File: config.mk
export PLATFORM = sky130hd
export DESIGN_NAME = vga_timing_gen_flat
export DESIGN_NICKNAME = d
export VERILOG_FILES = /design/src/rtl/vga_timing_pkg.sv /design/src/rtl/vga_timing_gen_if.sv /design/src/rtl/vga_delay_line.sv /design/src/rtl/vga_timing_gen.sv /design/src/flat_wrapper.sv
export SDC_FILE = /design/constraint.sdc
export NUM_CORES = 1
export LEC_CHECK = 0
export BUFFER_PORTS_ARGS = -buffer_cell sky130_fd_sc_hd__buf_2
export CORE_MARGIN = 5
export CORE_UTILIZATION = 30
export CTS_CLUSTER_SIZE = 8
export DETAILED_ROUTE_END_ITERATION = 16
export SLEW_MARGIN = 5
export SYNTH_ARGS = -nofsm -noshare
export SYNTH_HDL_FRONTEND = slang
export SYNTH_SLANG_ARGS = --single-unit
File: constraint.sdc
create_clock -name clock -period 8.4 [get_ports clock]
set_clock_uncertainty 0.1 [all_clocks]
set_input_delay 1.26 -clock clock [delete_from_list [all_inputs] [get_ports clock]]
set_output_delay 1.26 -clock clock [all_outputs]
set_load 0.02 [all_outputs]
File: src/rtl/vga_timing_pkg.sv
// Raster timing table and helpers shared by the VGA timing generator and its users.
package vga_timing_pkg;

    localparam int TW = 16;

    typedef struct packed {
        logic          pol;
        logic [TW-1:0] hfp;
        logic [TW-1:0] hbp;
        logic [TW-1:0] hva;
        logic [TW-1:0] htot;
        logic [TW-1:0] vfp;
        logic [TW-1:0] vbp;
        logic [TW-1:0] vva;
        logic [TW-1:0] vtot;
    } timing_t;

    localparam timing_t TIMING [4] = '{
        '{1'b0, 16'd16, 16'd112, 16'd160, 16'd800,  16'd10, 16'd12, 16'd45, 16'd525},
        '{1'b1, 16'd40, 16'd168, 16'd256, 16'd1056, 16'd1,  16'd5,  16'd28, 16'd628},
        '{1'b0, 16'd24, 16'd160, 16'd320, 16'd1344, 16'd3,  16'd9,  16'd38, 16'd806},
        '{1'b1, 16'd48, 16'd160, 16'd408, 16'd1688, 16'd1,  16'd4,  16'd42, 16'd1066}
    };

    // Packed view of the table so it can be passed as a module parameter.
    localparam timing_t [3:0] TIMING_P = {TIMING[3], TIMING[2], TIMING[1], TIMING[0]};

    function automatic logic sync_level(input logic pol, input logic in_win);
        return in_win ? pol : ~pol;
    endfunction

endpackage

File: src/rtl/vga_timing_gen_if.sv
// Mode-request handshake and raster outputs of the VGA timing generator.
interface vga_timing_gen_if #(
    parameter int CW = 11,
    parameter int MW = 2
);
    logic [MW-1:0] mode_req;
    logic          mode_load;
    logic          mode_busy;
    logic [MW-1:0] mode_cur;
    logic          hsync;
    logic          vsync;
    logic          active;
    logic [CW-1:0] x;
    logic [CW-1:0] y;
    logic          line_start;
    logic          frame_start;

    modport master (
        input  mode_req, mode_load,
        output mode_busy, mode_cur, hsync, vsync, active, x, y, line_start, frame_start
    );

    modport slave (
        output mode_req, mode_load,
        input  mode_busy, mode_cur, hsync, vsync, active, x, y, line_start, frame_start
    );
endinterface

File: src/rtl/vga_delay_line.sv
// Fixed-depth register chain with a reset value; DEPTH=0 degenerates to a wire.
module vga_delay_line #(
    parameter int               WIDTH     = 1,
    parameter int               DEPTH     = 0,
    parameter logic [WIDTH-1:0] RESET_VAL = '0
) (
    input  logic             clock,
    input  logic             reset,
    input  logic [WIDTH-1:0] i_d,
    output logic [WIDTH-1:0] o_q
);
    generate
        if (DEPTH == 0) begin : g_wire
            logic w_unused;
            assign w_unused = clock ^ reset;
            assign o_q = i_d;
        end else begin : g_pipe
            logic [WIDTH-1:0] r_stage [DEPTH];

            always_ff @(posedge clock) begin
                if (reset) begin
                    for (int i = 0; i < DEPTH; i++) r_stage[i] <= RESET_VAL;
                end else begin
                    r_stage[0] <= i_d;
                    for (int i = 1; i < DEPTH; i++) r_stage[i] <= r_stage[i-1];
                end
            end

            assign o_q = r_stage[DEPTH-1];
        end
    endgenerate
endmodule

File: src/rtl/vga_timing_gen.sv
// Run-time switchable raster timing generator; mode requests take effect at frame end.
module vga_timing_gen
    import vga_timing_pkg::*;
#(
    parameter int                   CW         = 11,
    parameter int                   NMODES     = 4,
    parameter int                   MW         = 2,
    parameter int                   PIPE       = 2,
    parameter int                   RESET_MODE = 0,
    parameter timing_t [NMODES-1:0] TBL        = TIMING_P[NMODES-1:0]
) (
    input  logic             clock,
    input  logic             reset,
    vga_timing_gen_if.master bus
);
    localparam timing_t         RST_T    = TBL[RESET_MODE];
    localparam logic            IDLE     = ~RST_T.pol;
    localparam logic [MW-1:0]   RST_MODE = MW'(RESET_MODE);

    function automatic timing_t lookup(input logic [MW-1:0] m);
        timing_t t;
        t = TBL[0];
        for (int i = 1; i < NMODES; i++)
            if (m == MW'(i)) t = TBL[i];
        return t;
    endfunction

    logic [CW-1:0] r_h, r_v;
    logic [MW-1:0] r_mode, r_pend;
    logic          r_busy;
    timing_t       w_t;
    logic [CW-1:0] w_hfp, w_hbp, w_hva, w_vfp, w_vbp, w_vva;
    logic          w_h_end, w_v_end, w_apply, w_load_ok;
    logic          w_hs_raw, w_vs_raw, w_act_raw;
    logic [CW-1:0] r_x_p0, r_y_p0;
    logic          r_ls_p0, r_fs_p0, r_hs_p0, r_vs_p0, r_act_p0;
    logic [2:0]    w_sync_d;

    assign w_t       = lookup(r_mode);
    assign w_hfp     = CW'(w_t.hfp);
    assign w_hbp     = CW'(w_t.hbp);
    assign w_hva     = CW'(w_t.hva);
    assign w_vfp     = CW'(w_t.vfp);
    assign w_vbp     = CW'(w_t.vbp);
    assign w_vva     = CW'(w_t.vva);
    assign w_h_end   = (r_h == CW'(w_t.htot - TW'(1)));
    assign w_v_end   = (r_v == CW'(w_t.vtot - TW'(1)));
    assign w_apply   = w_h_end && w_v_end;
    assign w_load_ok = bus.mode_load && ({1'b0, bus.mode_req} < (MW+1)'(NMODES));

    assign w_hs_raw  = sync_level(w_t.pol, (r_h >= w_hfp) && (r_h < w_hbp));
    assign w_vs_raw  = sync_level(w_t.pol, (r_v >= w_vfp) && (r_v < w_vbp));
    assign w_act_raw = (r_h >= w_hva) && (r_v >= w_vva);

    // Counters and mode control; a load in the apply cycle overrides the busy clear.
    always_ff @(posedge clock) begin
        if (reset) begin
            r_h    <= '0;
            r_v    <= '0;
            r_mode <= RST_MODE;
            r_pend <= RST_MODE;
            r_busy <= 1'b0;
        end else begin
            if (w_h_end) begin
                r_h <= '0;
                r_v <= w_v_end ? '0 : r_v + CW'(1);
            end else begin
                r_h <= r_h + CW'(1);
            end
            if (w_apply) begin
                r_mode <= r_pend;
                r_busy <= 1'b0;
            end
            if (w_load_ok) begin
                r_pend <= bus.mode_req;
                r_busy <= 1'b1;
            end
        end
    end

    // Stage p0: everything registered once from the current counter value.
    always_ff @(posedge clock) begin
        if (reset) begin
            r_x_p0   <= '0;
            r_y_p0   <= '0;
            r_ls_p0  <= 1'b0;
            r_fs_p0  <= 1'b0;
            r_hs_p0  <= IDLE;
            r_vs_p0  <= IDLE;
            r_act_p0 <= 1'b0;
        end else begin
            r_x_p0   <= w_act_raw ? (r_h - w_hva) : '0;
            r_y_p0   <= w_act_raw ? (r_v - w_vva) : '0;
            r_ls_p0  <= (r_h == '0);
            r_fs_p0  <= (r_h == '0) && (r_v == '0);
            r_hs_p0  <= w_hs_raw;
            r_vs_p0  <= w_vs_raw;
            r_act_p0 <= w_act_raw;
        end
    end

    // Stages p1..pPIPE: sync/active delayed to match renderer latency.
    vga_delay_line #(
        .WIDTH    (3),
        .DEPTH    (PIPE),
        .RESET_VAL({IDLE, IDLE, 1'b0})
    ) u_sync_dly (
        .clock (clock),
        .reset (reset),
        .i_d   ({r_hs_p0, r_vs_p0, r_act_p0}),
        .o_q   (w_sync_d)
    );

    assign bus.mode_busy   = r_busy;
    assign bus.mode_cur    = r_mode;
    assign bus.x           = r_x_p0;
    assign bus.y           = r_y_p0;
    assign bus.line_start  = r_ls_p0;
    assign bus.frame_start = r_fs_p0;
    assign bus.hsync       = w_sync_d[2];
    assign bus.vsync       = w_sync_d[1];
    assign bus.active      = w_sync_d[0];
endmodule

File: src/flat_wrapper.sv
// flat-port wrapper written by rule: the top's interface ports become plain ports
module vga_timing_gen_flat import vga_timing_pkg::*;
#(
    parameter int                   CW         = 11,
    parameter int                   NMODES     = 4,
    parameter int                   MW         = 2,
    parameter int                   PIPE       = 2,
    parameter int                   RESET_MODE = 0,
    parameter timing_t [NMODES-1:0] TBL        = TIMING_P[NMODES-1:0]
)
  (clock, reset, bus_mode_req, bus_mode_load, bus_mode_busy, bus_mode_cur, bus_hsync, bus_vsync, bus_active, bus_x, bus_y, bus_line_start, bus_frame_start);
  vga_timing_gen_if #(.CW(CW), .MW(MW)) bus_i ();
  input  logic clock;
  input  logic reset;
  input wire logic [$bits(bus_i.mode_req)-1:0] bus_mode_req;
  input wire logic [$bits(bus_i.mode_load)-1:0] bus_mode_load;
  output wire logic [$bits(bus_i.mode_busy)-1:0] bus_mode_busy;
  output wire logic [$bits(bus_i.mode_cur)-1:0] bus_mode_cur;
  output wire logic [$bits(bus_i.hsync)-1:0] bus_hsync;
  output wire logic [$bits(bus_i.vsync)-1:0] bus_vsync;
  output wire logic [$bits(bus_i.active)-1:0] bus_active;
  output wire logic [$bits(bus_i.x)-1:0] bus_x;
  output wire logic [$bits(bus_i.y)-1:0] bus_y;
  output wire logic [$bits(bus_i.line_start)-1:0] bus_line_start;
  output wire logic [$bits(bus_i.frame_start)-1:0] bus_frame_start;
  assign bus_i.mode_req = bus_mode_req;
  assign bus_i.mode_load = bus_mode_load;
  assign bus_mode_busy = bus_i.mode_busy;
  assign bus_mode_cur = bus_i.mode_cur;
  assign bus_hsync = bus_i.hsync;
  assign bus_vsync = bus_i.vsync;
  assign bus_active = bus_i.active;
  assign bus_x = bus_i.x;
  assign bus_y = bus_i.y;
  assign bus_line_start = bus_i.line_start;
  assign bus_frame_start = bus_i.frame_start;
  vga_timing_gen #(.CW(CW), .NMODES(NMODES), .MW(MW), .PIPE(PIPE), .RESET_MODE(RESET_MODE), .TBL(TBL)) u_core (.clock(clock), .reset(reset), .bus(bus_i));
endmodule
; ---- Word-level counts from Yosys, hierarchy flattened
; Memories as Yosys holds them, arrays and structs flattened.
; Index checks and enable logic that the tools add are counted.
[word_totals]
ramBits = 6
n_memories = 1
ff_bits = 54
[classes]
eq_ne = 5
n_lt_le_gt_ge = 6
n_addsub = 6
bitwise = 4
reduce_logical = 10
n_mux = 13
[memory_table]
columns = name, words, width, rd, rd_clocked_by_memory_dff, write_ports, line_no
row1 = u_core.u_sync_dly.g_pipe.r_stage, 2, 3, 2, 0, 2, vga_delay_line.sv:18  ; logic [WIDTH-1:0] r_stage [DEPTH];
[ops]
columns = cell, n
row1 = two-way mux 129 bit, 3
row2 = >= comparator 11 bit, 4
row3 = adder 11 x 1 -> 11 bit (second input constant), 2
row4 = equality test 11 bit, 2
row5 = zero test 11 bit, 2
row6 = < comparator 11 bit, 2
row7 = subtractor 11 x 1 -> 11 bit (second input constant), 2
row8 = subtractor 11 bit, 2
row9 = two-way mux 11 bit, 1
row10 = two-way mux 1 bit, 7
row11 = two-way mux 3 bit, 2
row12 = logical AND 1 bit, 5
row13 = equality test 2 bit (second input constant), 2
row14 = OR reduction 2 bit, 2
row15 = equality test 2 x 1 -> 1 bit (second input constant), 1
row16 = inverter 1 bit, 2
row17 = bitwise OR 1 bit, 2
row18 = nonzero test 2 bit, 1

; ---- Logic depth before layout (Yosys ltp)
[depth]
ltp_word = 9
depth_mapped = 10
depth_no_buf = 10

; ---- Hierarchy
; From an unflattened synthesis, not the netlist that was laid out.
[unflattened]
cells_unflattened = 402
area_unflattened_um2 = 3540.9
[modules_own_cells]
columns = module, cells_each, n_inst, seq_area_each_um2, area_each_um2
row1 = vga_timing_gen, 387, 1, 1081.0, 3360.7
row2 = vga_delay_line, 15, 1, 120.1, 180.2

; ---- Worst setup path before layout
; No wires, ideal clock.
[synth_timing]
path_type = flip-flop to flip-flop
startpoint = register u_core.r_mode[1] (netlist: u_core.bus.mode_cur[1])
endpoint = register u_core.r_y_p0[3] (netlist: u_core.bus.y[3])
path_buffers = 1
arrival_ns = 2.733
period_less_slack_ns = 2.965
slack_ns = 5.435
path_stages_with_launch = 11
path_cell_list = dfxtp_1 -> inv_1 -> ha_1 -> inv_1 -> ha_1 -> nor2b_1 -> o31a_1 -> o21a_1 -> o32ai_1 -> clkbuf_1 -> nor3_1
[synth_via]
elab_chain_cells = 8
word_cells_on_any_way = 12
cone_classes = add/sub: 1 / order compare: 2 / eq/ne: 3 / mux: 3 / bitwise: 1 / reduce/logical: 2
[synth_rtl]
columns = element, line_no
row1 = from (decl), vga_timing_gen.sv:29  ; logic [MW-1:0] r_mode, r_pend;
row2 = from (signal assigned), vga_timing_gen.sv:71  ; r_mode <= r_pend;
row3 = equality test 2 x 1 -> 1 bit, vga_timing_gen.sv:24  ; if (m == MW'(i)) t = TBL[i];
row4 = two-way mux 129 bit (2 in a row), vga_timing_gen.sv:24
row5 = two-way mux 129 bit (*), vga_timing_gen.sv:24
row6 = >= comparator 11 bit, vga_timing_gen.sv:53  ; assign w_act_raw = (r_h >= w_hva) && (r_v >= w_vva);
row7 = logical AND 1 bit, vga_timing_gen.sv:53
row8 = inverter 1 bit (no line), -
row9 = OR reduction 2 bit (no line), -
row10 = to (signal assigned), vga_timing_gen.sv:93  ; r_y_p0 <= w_act_raw ? (r_v - w_vva) : '0;
row11 = to (decl), vga_timing_gen.sv:35  ; logic [CW-1:0] r_x_p0, r_y_p0;
; Mark *: on every way between the ends. The rest lies on a longest branch, timed or not.
; A chain may end at the register's enable or synchronous reset.

; ---- Worst setup path in the final report
[layout_timing]
startpoint = register u_core.r_mode[1] (netlist: u_core.bus.mode_cur[1])
endpoint = register u_core.r_y_p0[10] (netlist: u_core.bus.y[10])
; The elaborated chain is that of the path after synthesis.

==> results.tsv <==
stage	metric	value	unit
setup_path	worst-path fanout max	22	
yosys	cells after synthesis	401	
global_route	largest net degree at the start of global routing	30	
timing	Final Max Slew Viols	0	
yosys	Synth async-reset ratio	0	
global_route	total grt overflow	0	
yosys	Unique masters post-synth	66	
floorplan	initial core utilization	0.307	
yosys	Syn. warnings	0	
clock_network	CTS tree	yes	
power_and_ir_drop	Pwr Density	179	nW/um^2
setup_path	type of origin of the critical path	flip-flop	
placement	Placed Cells	558	
placement	HPWL Detailed	6.42	mm
power_and_ir_drop	Power Total	0.734	mW
floorplan	core box area	11400	sq um
final_layout	share of cells above drive strength 1	0.153	
yosys	EDFF count, synth	0	
timing	final setup fails	0	
floorplan	die area	13900	sq um
yosys	#FFs+latches synth	60	
outcome	status	finished, final reports clean	
clock_network	Resized cells post-CTS	0	
clock_network	Skew-Pair Late Insertion Delay	0.32	ns
setup_path	Worst Setup SP	u_core.bus.mode_cur[1]$_SDFFE_PP0P_	
floorplan	row cnt	39	
routing	drt wl/cell	14.8	um
final_layout	Final nets	467	
placement	RePlAce Congestion	0.905	
clock_network	H-tree Lvls	3	
timing	Max Fclk	0.324	GHz
setup_path	CP Data Arrival Time	3.19	ns
flow_run	Max-Cap Viols	0	
yosys	post-synthesis sequential area ratio	0.343	
clock_network	Max Buffers Root-to-Sink	2	
yosys	post-synth top area share	0.343	
setup_path	nature of the critical path endpoint	flip-flop	
final_layout	Fillers	1189	
final_layout	Layout Cells excl Fill	574	
timing	worst setup margin	5.32	ns
clock_network	Worst-path clk slew	0.05	ns
floorplan	die height	118	um
routing	drt drc	0	
routing	1st-iter DRT viols	241	
yosys	Synth Flop Type	dfxtp_1	
routing	Antenna Nets Post-Route	0	
yosys	Synth Cell Area	3510	sq um
routing	vias per cell	5.14	
global_route	initial antenna violation count	0	
yosys	top cells by area, synth	dfxtp_1 (34%), ha_1 (12%), nor2_1 (4.7%)	
yosys	synthesized area per cell	8.74	sq um
global_route	first-pass GRT wire length	14.1	mm
clock_network	CTS Root Cell	clkbuf_16	
routing	WL final	8.51	mm
routing	vias	2953	
final_layout	post-route cell area	4110	sq um
timing	setup TNS	0	ns
timing	RSZ-0062 raised after global routing	false	
timing	tightest hold margin	0.306	ns
routing	Pre-antenna DRT Iters	4	
timing	final hold vios	0	
final_layout	final core occ	0.360	
placement	PortBufs	34	
timing	Final Critical Period	3.08	ns
power_and_ir_drop	VDD IR max	0.000124	V
power_and_ir_drop	Leak	1.76	nW
placement	dpl cell area	3770	sq um
timing	relative slew slack	0.512	
yosys	commonest cells in the netlist	dfxtp_1 (60), nor2_1 (44), ha_1 (34)	
clock_network	Post-CTS Repair Setup Buffers	0	
floorplan	Die Wd	118	um
timing	Tcrit/Tclk final	0.367	
yosys	count leader, synth	dfxtp_1	
clock_network	Hold Buf Count CTS	0	
timing	Worst Tran Pin Value	0.728	ns
placement	pre-CTS WS	5.32	ns
setup_path	worst reg2reg path startpoint	u_core.bus.mode_cur[1]$_SDFFE_PP0P_	
global_route	overall routing resource usage	0.122	
clock_network	Clock Sinks	60	
global_route	via count of the first global-routing pass	2833	
min_path	Hold Path Origin	u_core.u_sync_dly.g_pipe.r_stage[0][1]$_SDFF_PP1_	
clock_network	Inserted Clock Buffers	9	
final_layout	antenna diode count	0	
final_layout	Layout area overhead	17.2	%
setup_path	critical path data required time	8.51	ns
yosys	post-synth top area cell	dfxtp_1	
yosys	Syn Nets	442	
setup_path	Setup CP Type	flip-flop to flip-flop	
min_path	Worst Hold Class	flip-flop to flip-flop	
floorplan	I/O pin count	35	
-- critical path, stage by stage, from the launching register on --
cell and delay [ns]:
dfxtp_1 0.47, inv_1 0.19, ha_1 0.32, inv_1 0.20, ha_1 0.30, nor2b_1 0.17, o31a_1 0.25, o21a_1 0.22
o32ai_2 0.25, buf_4 0.30, o21ba_2 0.20
-- path summary, 6_finish.rpt --
check                                                                          to  slack (ns)  cells past startpoint
worst max-delay path                                  u_core.bus.y[10]$_SDFF_PP0_        5.32                     10
worst min-delay path            u_core.u_sync_dly.g_pipe.r_stage[0][4]$_SDFF_PP1_        0.31                      1
worst max register to register                        u_core.bus.y[10]$_SDFF_PP0_        5.32                     10
worst min register to register  u_core.u_sync_dly.g_pipe.r_stage[0][4]$_SDFF_PP1_        0.31                      1
-- layer usage --
metal  routed length, um  GRT usage
met1                4140      0.169
met2                3620      0.177
met3                 605     0.0399
met4                 146     0.0437
met5                   0          0
-- cell usage in the layout (no fill, tap or decap), drive strengths merged, types with 10 or more instances in the layout --
cell type	netlist	final
nand2	25	25
o21ai	18	18
inv	21	21
nand3	12	12
clkbuf	14	12
dfxtp	60	60
xor2	10	10
xnor2	14	14
ha	34	34
buf	7	35
nor2	44	44
a21oi	21	21
nor2b	10	10
-- cells by family (layout without fill, tap and decap cells) --
logic type / count (synthesis) / after routing / share of synthesized area
and+or+nand+nor: 150 / 150 / 0.226
AOI/OAI and AO/OA: 83 / 83 / 0.167
DFF: 60 / 60 / 0.343
buffers and inverters: 42 / 72 / 0.0503
adders and majority gates: 36 / 36 / 0.133
xor gates and xnor gates: 25 / 25 / 0.0667
muxes: 5 / 5 / 0.0143
-- where the power goes --
| part | switching, mW | total [mW] | internal (mW) |
|---|---|---|---|
| Sequential | 0.00692 | 0.297 | 0.290 |
| Combinational | 0.0177 | 0.0289 | 0.0111 |
| Clock | 0.125 | 0.408 | 0.283 |
| Total | 0.150 | 0.734 | 0.584 |
-- cell type report --
class	instances	area, sq um	area share
multi-input combinational	299	2140	0.520
sequential	60	1200	0.292
clock buffer	12	267	0.0649
tap	143	179	0.0435
timing repair buffer	35	178	0.0432
inverter	21	78.8	0.0192
clock inverter	4	70.1	0.0171
-- registers in the layout, summed over array words and instances (netlist names) --
name,flops
u_core.r_h,11
u_core.bus.mode_busy,1
u_core.r_v,11
u_core.r_act_p0,1
u_core.r_hs_p0,1
u_core.bus.line_start,1
u_core.bus.frame_start,1
u_core.r_vs_p0,1
u_core.bus.y,11
u_core.r_pend,2
u_core.bus.mode_cur,2
u_core.bus.x,11
u_core.u_sync_dly.g_pipe.r_stage,6
(Power assumes the default switching activity.)
